`src/rtl/burst_capture_ctrl.sv`:
```
`default_nettype none
// ============================================================================
//  Module   : burst_capture_ctrl
//  Purpose  : Packs per-cycle DUT result words into wide RAM lines and writes
//             them at an auto-incrementing address (single-shot or circular).
//  Revision : 1.0  initial release
// ============================================================================
module burst_capture_ctrl #(
  parameter int WORD_BITS       = 33,
  parameter int BURST_INDEX     = 5,
  parameter int ADDRESS_WIDTH   = 12,
  parameter int MAX_RAM_ADDRESS = 4096
) (
  input  logic                             clk,
  input  logic                             reset,
  input  logic                             i_start,
  input  logic                             i_mode_circular,
  input  logic                             i_stop,
  input  logic [WORD_BITS-1:0]             i_din,
  input  logic                             i_din_valid,
  output logic                             o_capture_en,
  output logic [ADDRESS_WIDTH-1:0]         o_ram_addr,
  output logic [WORD_BITS*BURST_INDEX-1:0] o_ram_data,
  output logic                             o_ram_wren,
  output logic                             o_busy,
  output logic                             o_done,
  output logic                             o_wrapped,
  output logic [ADDRESS_WIDTH:0]           o_lines_written
);

  localparam int c_KW = (BURST_INDEX > 1) ? $clog2(BURST_INDEX) : 1;
  localparam int c_LW = WORD_BITS * BURST_INDEX;
  localparam logic [c_KW-1:0]          c_K_LAST    = c_KW'(BURST_INDEX - 1);
  localparam logic [ADDRESS_WIDTH-1:0] c_ADDR_LAST = ADDRESS_WIDTH'(MAX_RAM_ADDRESS - 1);
  localparam logic [ADDRESS_WIDTH:0]   c_LINES_MAX = (ADDRESS_WIDTH + 1)'(MAX_RAM_ADDRESS);

  typedef enum logic [1:0] {
    S_IDLE    = 2'd0,
    S_CAPTURE = 2'd1,
    S_FLUSH   = 2'd2,
    S_DONE    = 2'd3
  } state_t;

  state_t                   r_state, w_next;
  logic [c_KW-1:0]          r_k;
  logic [c_LW-1:0]          r_buf, w_buf_next, r_data;
  logic [ADDRESS_WIDTH-1:0] r_addr;
  logic [ADDRESS_WIDTH:0]   r_lines;
  logic                     r_wren, r_circ, r_wrapped, r_wrap_pend;
  logic                     w_accept, w_line_full, w_last_addr, w_arm, w_k_pending;

  always_comb begin
    w_accept    = (r_state == S_CAPTURE) && i_din_valid;
    w_line_full = w_accept && (r_k == c_K_LAST);
    w_last_addr = (r_addr == c_ADDR_LAST);
    w_arm       = i_start && ((r_state == S_IDLE) || (r_state == S_DONE));
    // Words left in the buffer after this cycle's accept decide whether stop needs a flush
    w_k_pending = !w_line_full && (w_accept || (r_k != '0));
    w_buf_next  = r_buf;
    if (w_accept) begin
      w_buf_next[int'(r_k)*WORD_BITS +: WORD_BITS] = i_din;
    end
  end

  always_comb begin
    w_next = r_state;
    case (r_state)
      S_IDLE:    if (i_start) w_next = S_CAPTURE;
      S_CAPTURE: begin
        if (w_line_full && !r_circ && w_last_addr) begin
          w_next = S_DONE;
        end else if (i_stop) begin
          w_next = w_k_pending ? S_FLUSH : S_DONE;
        end
      end
      S_FLUSH:   w_next = S_DONE;
      S_DONE:    if (i_start) w_next = S_CAPTURE;
      default:   w_next = S_IDLE;
    endcase
  end

  always_ff @(posedge clk) begin
    if (reset) begin
      r_state     <= S_IDLE;
      r_k         <= '0;
      r_buf       <= '0;
      r_data      <= '0;
      r_addr      <= '0;
      r_lines     <= '0;
      r_wren      <= 1'b0;
      r_circ      <= 1'b0;
      r_wrapped   <= 1'b0;
      r_wrap_pend <= 1'b0;
    end else begin
      r_state <= w_next;
      r_wren  <= 1'b0;
      if (w_arm) begin
        r_circ      <= i_mode_circular;
        r_k         <= '0;
        r_buf       <= '0;
        r_addr      <= '0;
        r_lines     <= '0;
        r_wrapped   <= 1'b0;
        r_wrap_pend <= 1'b0;
      end else begin
        if (w_accept) begin
          if (w_line_full) begin
            r_data <= w_buf_next;
            r_wren <= 1'b1;
            r_k    <= '0;
            r_buf  <= '0;
            if (r_wrap_pend && (r_addr == '0)) r_wrapped <= 1'b1;
          end else begin
            r_buf <= w_buf_next;
            r_k   <= r_k + 1'b1;
          end
        end
        if (r_state == S_FLUSH) begin
          r_data <= r_buf;
          r_wren <= 1'b1;
          r_k    <= '0;
          r_buf  <= '0;
          if (r_wrap_pend && (r_addr == '0)) r_wrapped <= 1'b1;
        end
        // Address and line count advance in the cycle after each strobe
        if (r_wren) begin
          if (r_lines != c_LINES_MAX) r_lines <= r_lines + 1'b1;
          if (w_last_addr) begin
            if (r_circ) begin
              r_addr      <= '0;
              r_wrap_pend <= 1'b1;
            end
          end else begin
            r_addr <= r_addr + 1'b1;
          end
        end
      end
    end
  end

  assign o_capture_en    = (r_state == S_CAPTURE);
  assign o_busy          = (r_state == S_CAPTURE) || (r_state == S_FLUSH);
  assign o_done          = (r_state == S_DONE);
  assign o_ram_addr      = r_addr;
  assign o_ram_data      = r_data;
  assign o_ram_wren      = r_wren;
  assign o_wrapped       = r_wrapped;
  assign o_lines_written = r_lines;

endmodule
`default_nettype wire

```
`config.mk`:
```
export PLATFORM = sky130hd
export DESIGN_NAME = burst_capture_ctrl
export DESIGN_NICKNAME = d
export VERILOG_FILES = /design/src/rtl/burst_capture_ctrl.sv
export SDC_FILE = /design/constraint.sdc
export NUM_CORES = 1
export LEC_CHECK = 0
export CAP_MARGIN = 10
export CORE_MARGIN = 2
export CORE_UTILIZATION = 53
export DETAILED_ROUTE_END_ITERATION = 8
export PLACE_DENSITY = 0.82
export SKIP_LAST_GASP = 1
export SYNTH_ARGS = -nofsm -noshare
export SYNTH_HDL_FRONTEND = slang
export SYNTH_SLANG_ARGS = --single-unit
```
`constraint.sdc`:
```
create_clock -name clk -period 3.6 [get_ports clk]
set_input_delay 0.72 -clock clk [delete_from_list [all_inputs] [get_ports clk]]
set_output_delay 0.72 -clock clk [all_outputs]
set_load 0.02 [all_outputs]
```
== After elaboration in Yosys (flattened, before gate mapping) ==
Cells that the tools add are included.
Word-level totals
  flip-flop bits (word level): 364
  word-level logic and storage cells: 73
Operators by class
  $add $sub $neg: 4
  $mul: 1
  eq/ne operators: 9
  shift-type cells: 2
  muxes and demuxes: 21
  bitwise gates (word level): 1
  reductions and logical operators: 25
Operators with widths (number)
  165-bit 2-to-1 mux: 4
  165-bit bitwise mux: 1
  33-bit by 33-bit variable shift with 165-bit output (first input constant): 1
  33-bit by 33-bit variable part select with 165-bit output: 1
  9-bit negation with 33-bit output: 1
  12-bit 2-to-1 mux: 2
  13-bit by 1-bit adder with 13-bit output (second input constant): 1
  13-bit != test (second input constant): 1
  12-bit by 1-bit adder with 12-bit output (second input constant): 1
  12-bit == test (second input constant): 1
  12-bit zero test: 1
  3-bit by 6-bit multiplier with 9-bit output (second input constant): 1
  1-bit 2-to-1 mux: 9
  1-bit logical AND: 7
  2-bit 2-to-1 mux: 3
  2-bit one-hot mux with 3 select lines: 1
  2-bit AND reduction: 3
  3-bit AND reduction: 2
  2-bit == test (second input constant): 2
  2-bit nonzero test: 2
  2-bit OR reduction: 2
  3-bit by 1-bit adder with 3-bit output (second input constant): 1
  3-bit == test (second input constant): 1
  1-bit logical OR: 3
  other kinds (10): 11

== Longest topological paths before layout ==
Gate-level depths: netlist of run 1.
  word-level depth: 9
  gate-level depth with buffers: 10

== Worst setup path after synthesis of run 1 ==
Ideal clock, no wire load.
  path kind: reg2reg
  from: register r_k[0]
  to: register r_data[3], in the netlist o_ram_data[3]
  arrival: 2.371 ns
  data required time: 3.471 ns
  slack: 1.100 ns
  cell stages (with the launch flop): 11
  path buffers: 3
  cell sequence: dfxtp_1 -> inv_1 -> ha_1 -> ha_1 -> buf_2 -> nor3_1 -> nor3b_1 -> clkbuf_1 -> buf_2 -> mux2i_1 -> o21ai_0
On the way
  word-level cells in the longest chain between the ends: 7
  elaborated cells on any way between the ends: 12
  those cells by class: add/sub (1); mul (1); eq/ne (1); shift (2); mux (4); reduce/logical (3)
RTL lines
  from (decl): line 45  | logic [c_KW-1:0] r_k;
  from (signal assigned): line 115  | r_k <= r_k + 1'b1;
  3-bit by 6-bit multiplier with 9-bit output: line 61  | w_buf_next[int'(r_k)*WORD_BITS +: WORD_BITS] = i_din;
  9-bit negation with 33-bit output: line 61
  33-bit by 33-bit variable part select with 165-bit output or 33-bit by 33-bit variable shift with 165-bit output (tied branches): line 61
  165-bit bitwise mux: line 61
  165-bit 2-to-1 mux: line 107  | if (w_line_full) begin
  165-bit 2-to-1 mux: line 106  | if (w_accept) begin
  165-bit 2-to-1 mux: line 118  | if (r_state == S_FLUSH) begin
  to (signal assigned): line 108  | r_data <= w_buf_next;
  to (signal assigned): line 119  | r_data <= r_buf;
  to (decl): line 46  | logic [c_LW-1:0] r_buf, w_buf_next, r_data;
Several ways; a longest one is shown, not always the timed one. The select of a mux whose other input is x is not followed.
A chain may end at the register's enable or synchronous reset.

== Final worst setup path of run 1 ==
  from: register r_k[0]
  to: register r_buf[9]
On the way
  word-level cells in the longest chain between the ends: 5
  elaborated cells on any way between the ends: 8
  those cells by class: add/sub (1); mul (1); eq/ne (1); shift (2); mux (2); reduce/logical (1)
RTL lines
  3-bit by 6-bit multiplier with 9-bit output: line 61
  9-bit negation with 33-bit output: line 61
  33-bit by 33-bit variable part select with 165-bit output or 33-bit by 33-bit variable shift with 165-bit output (tied branches): line 61
  165-bit bitwise mux: line 61
  165-bit 2-to-1 mux *: line 107
  to (signal assigned): line 114  | r_buf <= w_buf_next;
  to (decl): line 46
Every way passes the cells marked *; elsewhere a longest branch is shown, timed or not.

==> flow_summary.yaml, run 1 <==
logic_synthesis:
  syn_nets: 1569
  ys_top_cells_by_area: "dfxtp_1 (51%), a22o_1 (10%), mux2i_1 (9.3%)"
  yosysSeqAreaShare_pct: 50.6
  synth_area_sq_um: 14400
  synth_cells: 1516
  synth_warnings: 0
  synth_edf_count: 0
  async_flop_share_pct: 0
  synth_flop_cell: "dfxtp_1"
  synth-seq-cells: 364
  synth_top_cell_by_area: "dfxtp_1"
  synth.top_cell.area_share_pct: 50.6
  avgSynthCellArea_sq_um: 9.51
  synth_cell_types: 45
timing:
  fin_setup_tns_ps: 0
  relSlewSlack_pct: 21.7
  report.final.slew_viol_count: 0
  finalSetupViolCount: 0
  clock_skew_ps: 25.3
  hold_viol: 0
  rsz0062_at_grt: "false"
  worst_slack_ps: 639
  min_period_ps: 2960
  worstMarginPinSlew_ps: 1180
  max_clock_freq_ghz: 0.338
  period_share_pct: 82.3
layout:
  layoutNonFillerInstCount: 2021
  layout-drive-gt1-share_pct: 6.07
  area_growth_pct: 25.8
  diodes: 0
  utilization_pct: 67.6
  nets: 1709
global_route:
  grt_start_max_net_pins: 120
  antenna_found_initial: 0
  gr-usage-all-layers_pct: 26.9
  grt_pass1_wl_mm: 62.5
  overflow: 0
  grt_pass1_vias: 11800
power_and_ir_drop:
  finalPower_mw: 10.1
  comb_power_share_pct: 19.8
  intPower_mw: 7.13
  p_per_area_nw_per_um2: 556
  leakage_nw: 6.58
  clkPwrFrac_pct: 38.3
  seqPwrFrac_pct: 41.9
  worst_ir_drop_vdd_mv: 0.342
  switching_share_pct: 29.4
  switching_power_mw: 2.96
floorplan:
  die_y_um: 169
  fp-row-count: 60
  start_util_pct: 53.8
  dieArea_sq_um: 28500
  core_sq_um: 26800
  die_w_um: 169
  io_pins: 234
setup_path:
  startpoint_type: "flip-flop"
  worstRegToRegCells: 7
  r2r_start: "r_k[0]"
  critPathRequiredTime_ps: 4050
  rr_endpoint: "r_buf[9]"
  worstPathMaxFanout: 33
  cp.arrival_ps: 3410
  r2r_slack_ps: 640
  end_kind: "flip-flop"
  critPathKind: "flip-flop to flip-flop"
clock_tree:
  cts_resized: 0
  htreeDepth: 2
  cts-root-buf: "clkbuf_16"
  cts_buffer_depth: 3
  clk_latency_ps: 530
  ctsHoldBuffers: 0
  clkSinkCount: 364
  cts.clk_slew.worst_paths_ps: 60
  cts_made_buffers: 37
  postCtsSetupBuffers: 0
  cts_tree: "done"
min_path:
  hold_end: "o_ram_data[161]"
  worstHoldStart: "o_ram_data[161]"
  min_path_type: "flip-flop to flip-flop"
  holdPathStages: 2
placed_design:
  io_buffer_count: 233
  dp_hpwl_mm: 24.9
  place.gp.congestion: 0.818
  pre_cts_slack_ps: 501
  place_inst: 1958
routing:
  dr.pass1.iters: 6
  num_vias: 12300
  drtIter0Drc: 1167
  ant_nets: 0
  wl_mm: 39.4
  wl_per_cell_um: 19.5
  via_per_inst: 6.09
  drc: 0
run:
  maxCapViolCount: 0
outcome:
  status: "completed"
cell usage after synthesis, drive strengths merged (5+ instances only):
cell type,n
nor2,87
nor3,5
or4,8
a21oi,21
mux2i,134
nand4,8
nand3,11
clkbuf,120
o21ai,172
dfxtp,364
nand2,188
a22o,166
inv,18
a22oi,99
nor4,8
xnor2,6
ha,14
or3,7
buf,36
o31ai,9
sequential cells by signal (all words and copies together), names as in the netlist:
register / flops
r_wrap_pend: 1
r_buf: 165
r_circ: 1
r_k: 3
o_ram_data: 165
o_ram_addr: 12
o_ram_wren: 1
o_lines_written: 13
o_wrapped: 1
r_state: 2
area by class of cell:
type,instances,area [sq um]
repair buffers,257,2600
multi-input cells,978,6520
flip-flops and latches,364,7290
fillers,2070,8670
clock inverters,11,150
inverters,18,67.6
clock buffers,52,1070
well taps,341,427
worst max-delay path, cell delays in order, from the launching register on:
cell and delay [ps]:
dfxtp_1 500, inv_1 130, ha_1 240, ha_1 450, nor3_1 120, a21o_1 220, a31oi_4 940, a22o_1 300
power groups by stage:
stage	combinational, mW	sequential [mW]	clock [mW]
floorplan	1.26	4.36	0
global placement	1.96	4.30	0
detailed placement	1.99	4.31	0
CTS	2.00	4.22	3.89
global route	2.12	4.23	4.06
finish	2.00	4.22	3.86
cell usage in the layout (no fill, tap or decap), drive strengths merged, types with 3 or more instances in the layout:
cell type,instances
clkinv,6
ha,14
mux2i,134
clkdlybuf4s50,233
or4,8
nand2b,3
xnor2,6
nor4,8
inv,19
nand4,8
dfxtp,364
a31oi,4
nand2,188
o21ai,172
nor4b,4
bufinv,3
nand3,11
o31ai,9
nor3,5
a21oi,21
buf,24
clkbuf,52
nor2,87
a22oi,99
a22o,166
or3,7
metal layers:
layer	up-vias	routed length, um	GRT usage (%)
li1	5730	-	-
met1	6003	17400	36.8
met2	494	18100	43.4
met3	78	2750	4.16
met4	0	1120	9.33
met5	-	0	0
worst max path at each step:
stage           start            end  slack [ps]  depth (start not counted)
3_5_place_dp    reset      r_buf[76]         500                          6
4_1_cts        r_k[0]       r_buf[9]         690                          7
3_3_place_gp    reset      r_buf[83]         520                          6
2_1_floorplan  r_k[0]  o_ram_data[3]        1100                         10
5_1_grt        r_k[0]       r_buf[9]         490                          7
6_report       r_k[0]       r_buf[9]         640                          7
cells by family after synthesis:
| kind of cell | count (synthesis) | synth area share, % |
|---|---|---|
| compound gates | 483 | 23.3 |
| xor+xnor | 8 | 0.486 |
| fa+ha+maj | 14 | 1.22 |
| buf+inv | 174 | 4.92 |
| flops | 364 | 50.6 |
| mux | 134 | 9.31 |
| simple gates | 339 | 10.2 |
through the flow:
step / hold slack (ps) / area, sq um
final: 451 / 18100
after global placement: 436 / 16900
after global routing: 477 / 18100
after CTS: 455 / 18100
after detailed placement: 441 / 16900
after floorplan: 433 / 14400
No activity file was read; power rests on OpenSTA's default activity.
==> run 2, diff against run 1 <==
--- a/config.mk
+++ b/config.mk
@@ -7,9 +7,9 @@
 export LEC_CHECK = 0
 export CAP_MARGIN = 10
 export CORE_MARGIN = 2
-export CORE_UTILIZATION = 53
+export CORE_UTILIZATION = 48
 export DETAILED_ROUTE_END_ITERATION = 8
-export PLACE_DENSITY = 0.82
+export PLACE_DENSITY = 0.79
 export SKIP_LAST_GASP = 1
 export SYNTH_ARGS = -nofsm -noshare
 export SYNTH_HDL_FRONTEND = slang
==> constraint.sdc (replaced) <==
create_clock -name clk -period 2.44 [get_ports clk]
set_input_delay 0.488 -clock clk [delete_from_list [all_inputs] [get_ports clk]]
set_output_delay 0.488 -clock clk [all_outputs]
set_load 0.02 [all_outputs]
==> flow_summary.yaml, run 2 (same netlist as run 1, synthesis figures left out) <==
clock_tree:
  clkSinkCount: 364
  cts_tree: "done"
  cts.clk_slew.worst_paths_ps: 60
  cts-root-buf: "clkbuf_16"
  clk_latency_ps: 530
  cts_made_buffers: 37
  htreeDepth: 2
  cts_buffer_depth: 3
outcome:
  status: "completed"
timing:
  finalSetupViolCount: 0
  fin_setup_tns_ps: 0
  period_share_pct: 97.0
  relSlewSlack_pct: 44.3
  clock_skew_ps: 11.7
  max_clock_freq_ghz: 0.422
  report.final.slew_viol_count: 0
  hold_viol: 0
  worstMarginPinSlew_ps: 829
  min_period_ps: 2370
floorplan:
  fp-row-count: 63
  dieArea_sq_um: 31400
  die_w_um: 177
  die_y_um: 177
  core_sq_um: 29600
  io_pins: 234
  start_util_pct: 48.6
min_path:
  worstHoldStart: "o_ram_data[138]"
  holdPathStages: 2
  hold_end: "o_ram_data[138]"
  min_path_type: "flip-flop to flip-flop"
layout:
  area_growth_pct: 29.4
  nets: 1754
  final_common_cell: "dfxtp_1"
  layout-drive-gt1-share_pct: 8.92
  diodes: 0
  final_cell_mix: "dfxtp_1 (364), clkdlybuf4s50_1 (231), nand2_1 (184)"
  utilization_pct: 62.9
  stdcell_area_sq_um: 18700
setup_path:
  r2r_slack_ps: 70
  rr_endpoint: "r_buf[77]"
  crit_chain: "inv_1, ha_4, a211o_2, or3_4, nor4_4, buf_4, clkbuf_4, a22o_1"
  critical_path.max_stage_delay_ps: 440
  cp.arrival_ps: 2840
  startpoint_type: "flip-flop"
  r2r_start: "r_state[0]"
  critPathKind: "flip-flop to flip-flop"
  end_kind: "flip-flop"
  slowest_stage: "or3_4"
  critPathRequiredTime_ps: 2910
  worstPathMaxFanout: 9
  worstRegToRegCells: 8
routing:
  drc: 0
  ant_nets: 0
  wl_per_cell_um: 19.6
  via_per_inst: 5.89
  drtIter0Drc: 976
  num_vias: 12500
  dr.pass1.iters: 8
  wl_mm: 41.4
global_route:
  grt_pass1_vias: 11800
  gr-usage-all-layers_pct: 25.3
  antenna_found_initial: 0
  grt_pass1_wl_mm: 63.7
  grt_start_max_net_pins: 75
  overflow: 0
placed_design:
  io_buffer_count: 233
  place.gp.congestion: 0.837
  place_area_sq_um: 17400
  dp_hpwl_mm: 26.8
power_and_ir_drop:
  worst_ir_drop_vdd_mv: 0.478
  leakage_nw: 6.88
  p_per_area_nw_per_um2: 812
run:
  maxCapViolCount: 0
run 2: worst max-delay path, delay by kind of cell (launching register included):
kind	cells	cell delay, ps
fa+ha+maj	1	280
buf+inv	3	500
compound gates	2	500
simple gates	2	650
flops	1	370
run 2: per-stage QoR:
step | std cells | power, mW | worst slack, ps | hold slack, ps
5_1_grt | 2117 | 15.7 | -30.9 | 472
4_1_cts | 2112 | 15.1 | -33.2 | 457
3_3_place_gp | 2047 | 9.60 | -124 | 435
3_5_place_dp | 2047 | 9.63 | -137 | 442
6_report | 2117 | 15.1 | 72.3 | 450
2_1_floorplan | 1516 | 8.30 | -60.2 | 433
run 2: report_power, final:
part / internal, mW / leakage, nW / switching [mW]
Clock: 3.18 / 0.587 / 2.36
Combinational: 1.29 / 3.36 / 2.10
Sequential: 6.11 / 2.93 / 0.104
run 2: how the worst max path moves through the flow:
stage,slack (ps),start,end
after CTS,-30,r_state[1],o_capture_en
after detailed placement,-140,i_start,r_buf[80]
after global routing,-30,r_k[0],o_ram_data[9]
final,70,r_state[0],r_buf[77]
after global placement,-120,i_start,r_buf[82]
after floorplan,-60,r_k[0],o_ram_data[3]
run 2: repair_timing:
action	in CTS	in global routing
setup buffers	0	3
pin swaps	0	2
setup endpoints to repair	14	110
hold buffers	0	0
cloned	0	2
gates resized for setup	2	16
run 2: layout make-up:
class | count | area (sq um)
clock buffer | 49 | 1020
clock inverter | 16 | 155
sequential | 364 | 7290
inverter | 18 | 67.6
tap | 390 | 488
timing repair buffer | 302 | 3070
fill | 2403 | 11000
multi-input combinational | 978 | 6570
run 2: per-layer routing:
layer	up-vias	GRT usage, %	wire length (um)
met5	-	0	0
met4	0	8.33	1030
met3	79	4.23	2830
met2	457	40.7	19200
met1	6078	34.7	18300
li1	5846	-	-
==> run 3, diff against run 2 <==
--- a/config.mk
+++ b/config.mk
@@ -9,6 +9,7 @@
 export CORE_MARGIN = 2
 export CORE_UTILIZATION = 48
 export DETAILED_ROUTE_END_ITERATION = 8
+export GPL_TIMING_DRIVEN = 0
 export PLACE_DENSITY = 0.79
 export SKIP_LAST_GASP = 1
 export SYNTH_ARGS = -nofsm -noshare
==> flow_summary.yaml, run 3 (same netlist as run 1, synthesis figures left out) <==
timing:
  finalSetupViolCount: 1
  clock_skew_ps: 20.0
  worstMarginPinSlew_ps: 837
  rsz0062_at_grt: "true"
  report.final.slew_viol_count: 0
  relSlewSlack_pct: 44.2
  worst_slack_ps: -26.5
  min_period_ps: 2470
  period_share_pct: 101
  hold_viol: 0
  max_clock_freq_ghz: 0.405
  fin_setup_tns_ps: -26.5
  hold_ws_ps: 170
layout:
  nets: 1819
  regArea_sq_um: 7290
  fillers: 2445
  utilization_pct: 63.3
  final_common_cell: "dfxtp_1"
  stdcell_area_sq_um: 18800
  final_cell_mix: "dfxtp_1 (360), clkdlybuf4s50_1 (196), nand2_1 (185)"
  area_growth_pct: 30.2
  multiInputGateArea_sq_um: 6580
  layout-drive-gt1-share_pct: 11.5
  diodes: 0
power_and_ir_drop:
  worst_ir_drop_vdd_mv: 0.505
  comb_power_share_pct: 22.2
  intPower_mw: 10.9
  p_per_area_nw_per_um2: 838
  switching_power_mw: 4.81
  leakage_nw: 6.95
  switching_share_pct: 30.6
  clkPwrFrac_pct: 38.2
  seqPwrFrac_pct: 39.6
  finalPower_mw: 15.7
routing:
  dr.pass1.iters: 5
  route.met2.wl_mm: 20.5
  met3RoutedLength_mm: 3.64
  wl_met1_mm: 18.9
  via_per_inst: 5.91
  wl_per_cell_um: 20.2
  routed.top_layer: "met4"
  wl_mm: 44.2
  ant_nets: 0
  drc: 0
  drtIter0Drc: 1316
  num_vias: 12900
floorplan:
  die_y_um: 177
  dieArea_sq_um: 31400
  die_w_um: 177
  start_util_pct: 48.6
  fp-row-count: 63
  core_sq_um: 29600
  io_pins: 234
global_route:
  grt_pass1_vias: 12200
  grt_start_max_net_pins: 16
  gr-usage-all-layers_pct: 27.1
  grt_pass1_wl_mm: 67.3
  antenna_found_initial: 0
  overflow: 0
setup_path:
  startpoint_type: "flip-flop"
  critPathRequiredTime_ps: 2850
  worstPathMaxFanout: 10
  cp.arrival_ps: 2880
  critPathKind: "flip-flop to flip-flop"
  end_kind: "flip-flop"
clock_tree:
  htreeDepth: 2
  ctsHoldBuffers: 0
  cts_buffer_depth: 3
  cts.clk_slew.worst_paths_ps: 70
  cts_tree: "done"
  cts-root-buf: "clkbuf_16"
  clkSinkCount: 364
  cts_made_buffers: 38
  clk_latency_ps: 540
outcome:
  violations: "setup timing"
  status: "complete, but fails checks"
placed_design:
  place_area_sq_um: 16900
  io_buffer_count: 198
  place.gp.congestion: 0.862
  dp_hpwl_mm: 30.5
min_path:
  min_path_type: "input port to flip-flop"
run:
  maxCapViolCount: 0
-- run 3: cell type report --
class	instances	area share, %
Sequential cell	364	38.9
Multi-Input combinational cell	978	35.1
Timing Repair Buffer	218	11.6
Clock buffer	52	5.94
Buffer	148	4.51
Tap cell	390	2.60
Clock inverter	17	1.00
Inverter	18	0.360
-- run 3: power groups by stage --
stage                     clock [mW]  combinational, mW  sequential, mW
after floorplan                    0               1.86            6.44
after global placement             0               2.96            6.34
after detailed placement           0               3.01            6.35
after CTS                       6.04               3.26            6.22
after global routing            6.27               3.70            6.24
final                           6.01               3.49            6.23
-- run 3: stage by stage --
step | setup slack (ps) | cells
floorplan | -60.2 | 1516
global placement | -876 | 2104
detailed placement | -910 | 2104
CTS | -80.5 | 2177
global route | -116 | 2185
finish | -26.5 | 2185
-- run 3: worst max-delay path, stage by stage (launching register included) --
cell and delay [ps]:
dfxtp_4 420, inv_1 100, ha_1 220, ha_1 270
clkbuf_4 200, nor3_4 150, nor3b_2 220, buf_6 180
buf_8 180, mux2i_4 300, o21ai_0 100
-- run 3: worst paths after layout --
check                      from        endpoint  slack, ps  cells after the start
hold / removal            reset      r_state[0]        170                      2
hold reg to reg   o_ram_data[2]   o_ram_data[2]        450                      2
setup / recovery         r_k[0]  o_ram_data[13]        -30                     10
setup reg to reg         r_k[0]  o_ram_data[13]        -30                     10
-- run 3: what timing repair did --
item	in CTS	in global routing
endpoints found under the setup margin	336	261
pin swaps	6	7
gates resized for setup	124	58
cloned	0	1
endpoints found under the hold margin	0	0
buffers inserted	12	7
-- run 3: routing by layer --
layer	up-vias	global-route usage [%]
li1	5976	-
met1	6272	37.0
met2	581	43.5
met3	77	4.88
met4	0	8.91
met5	-	0
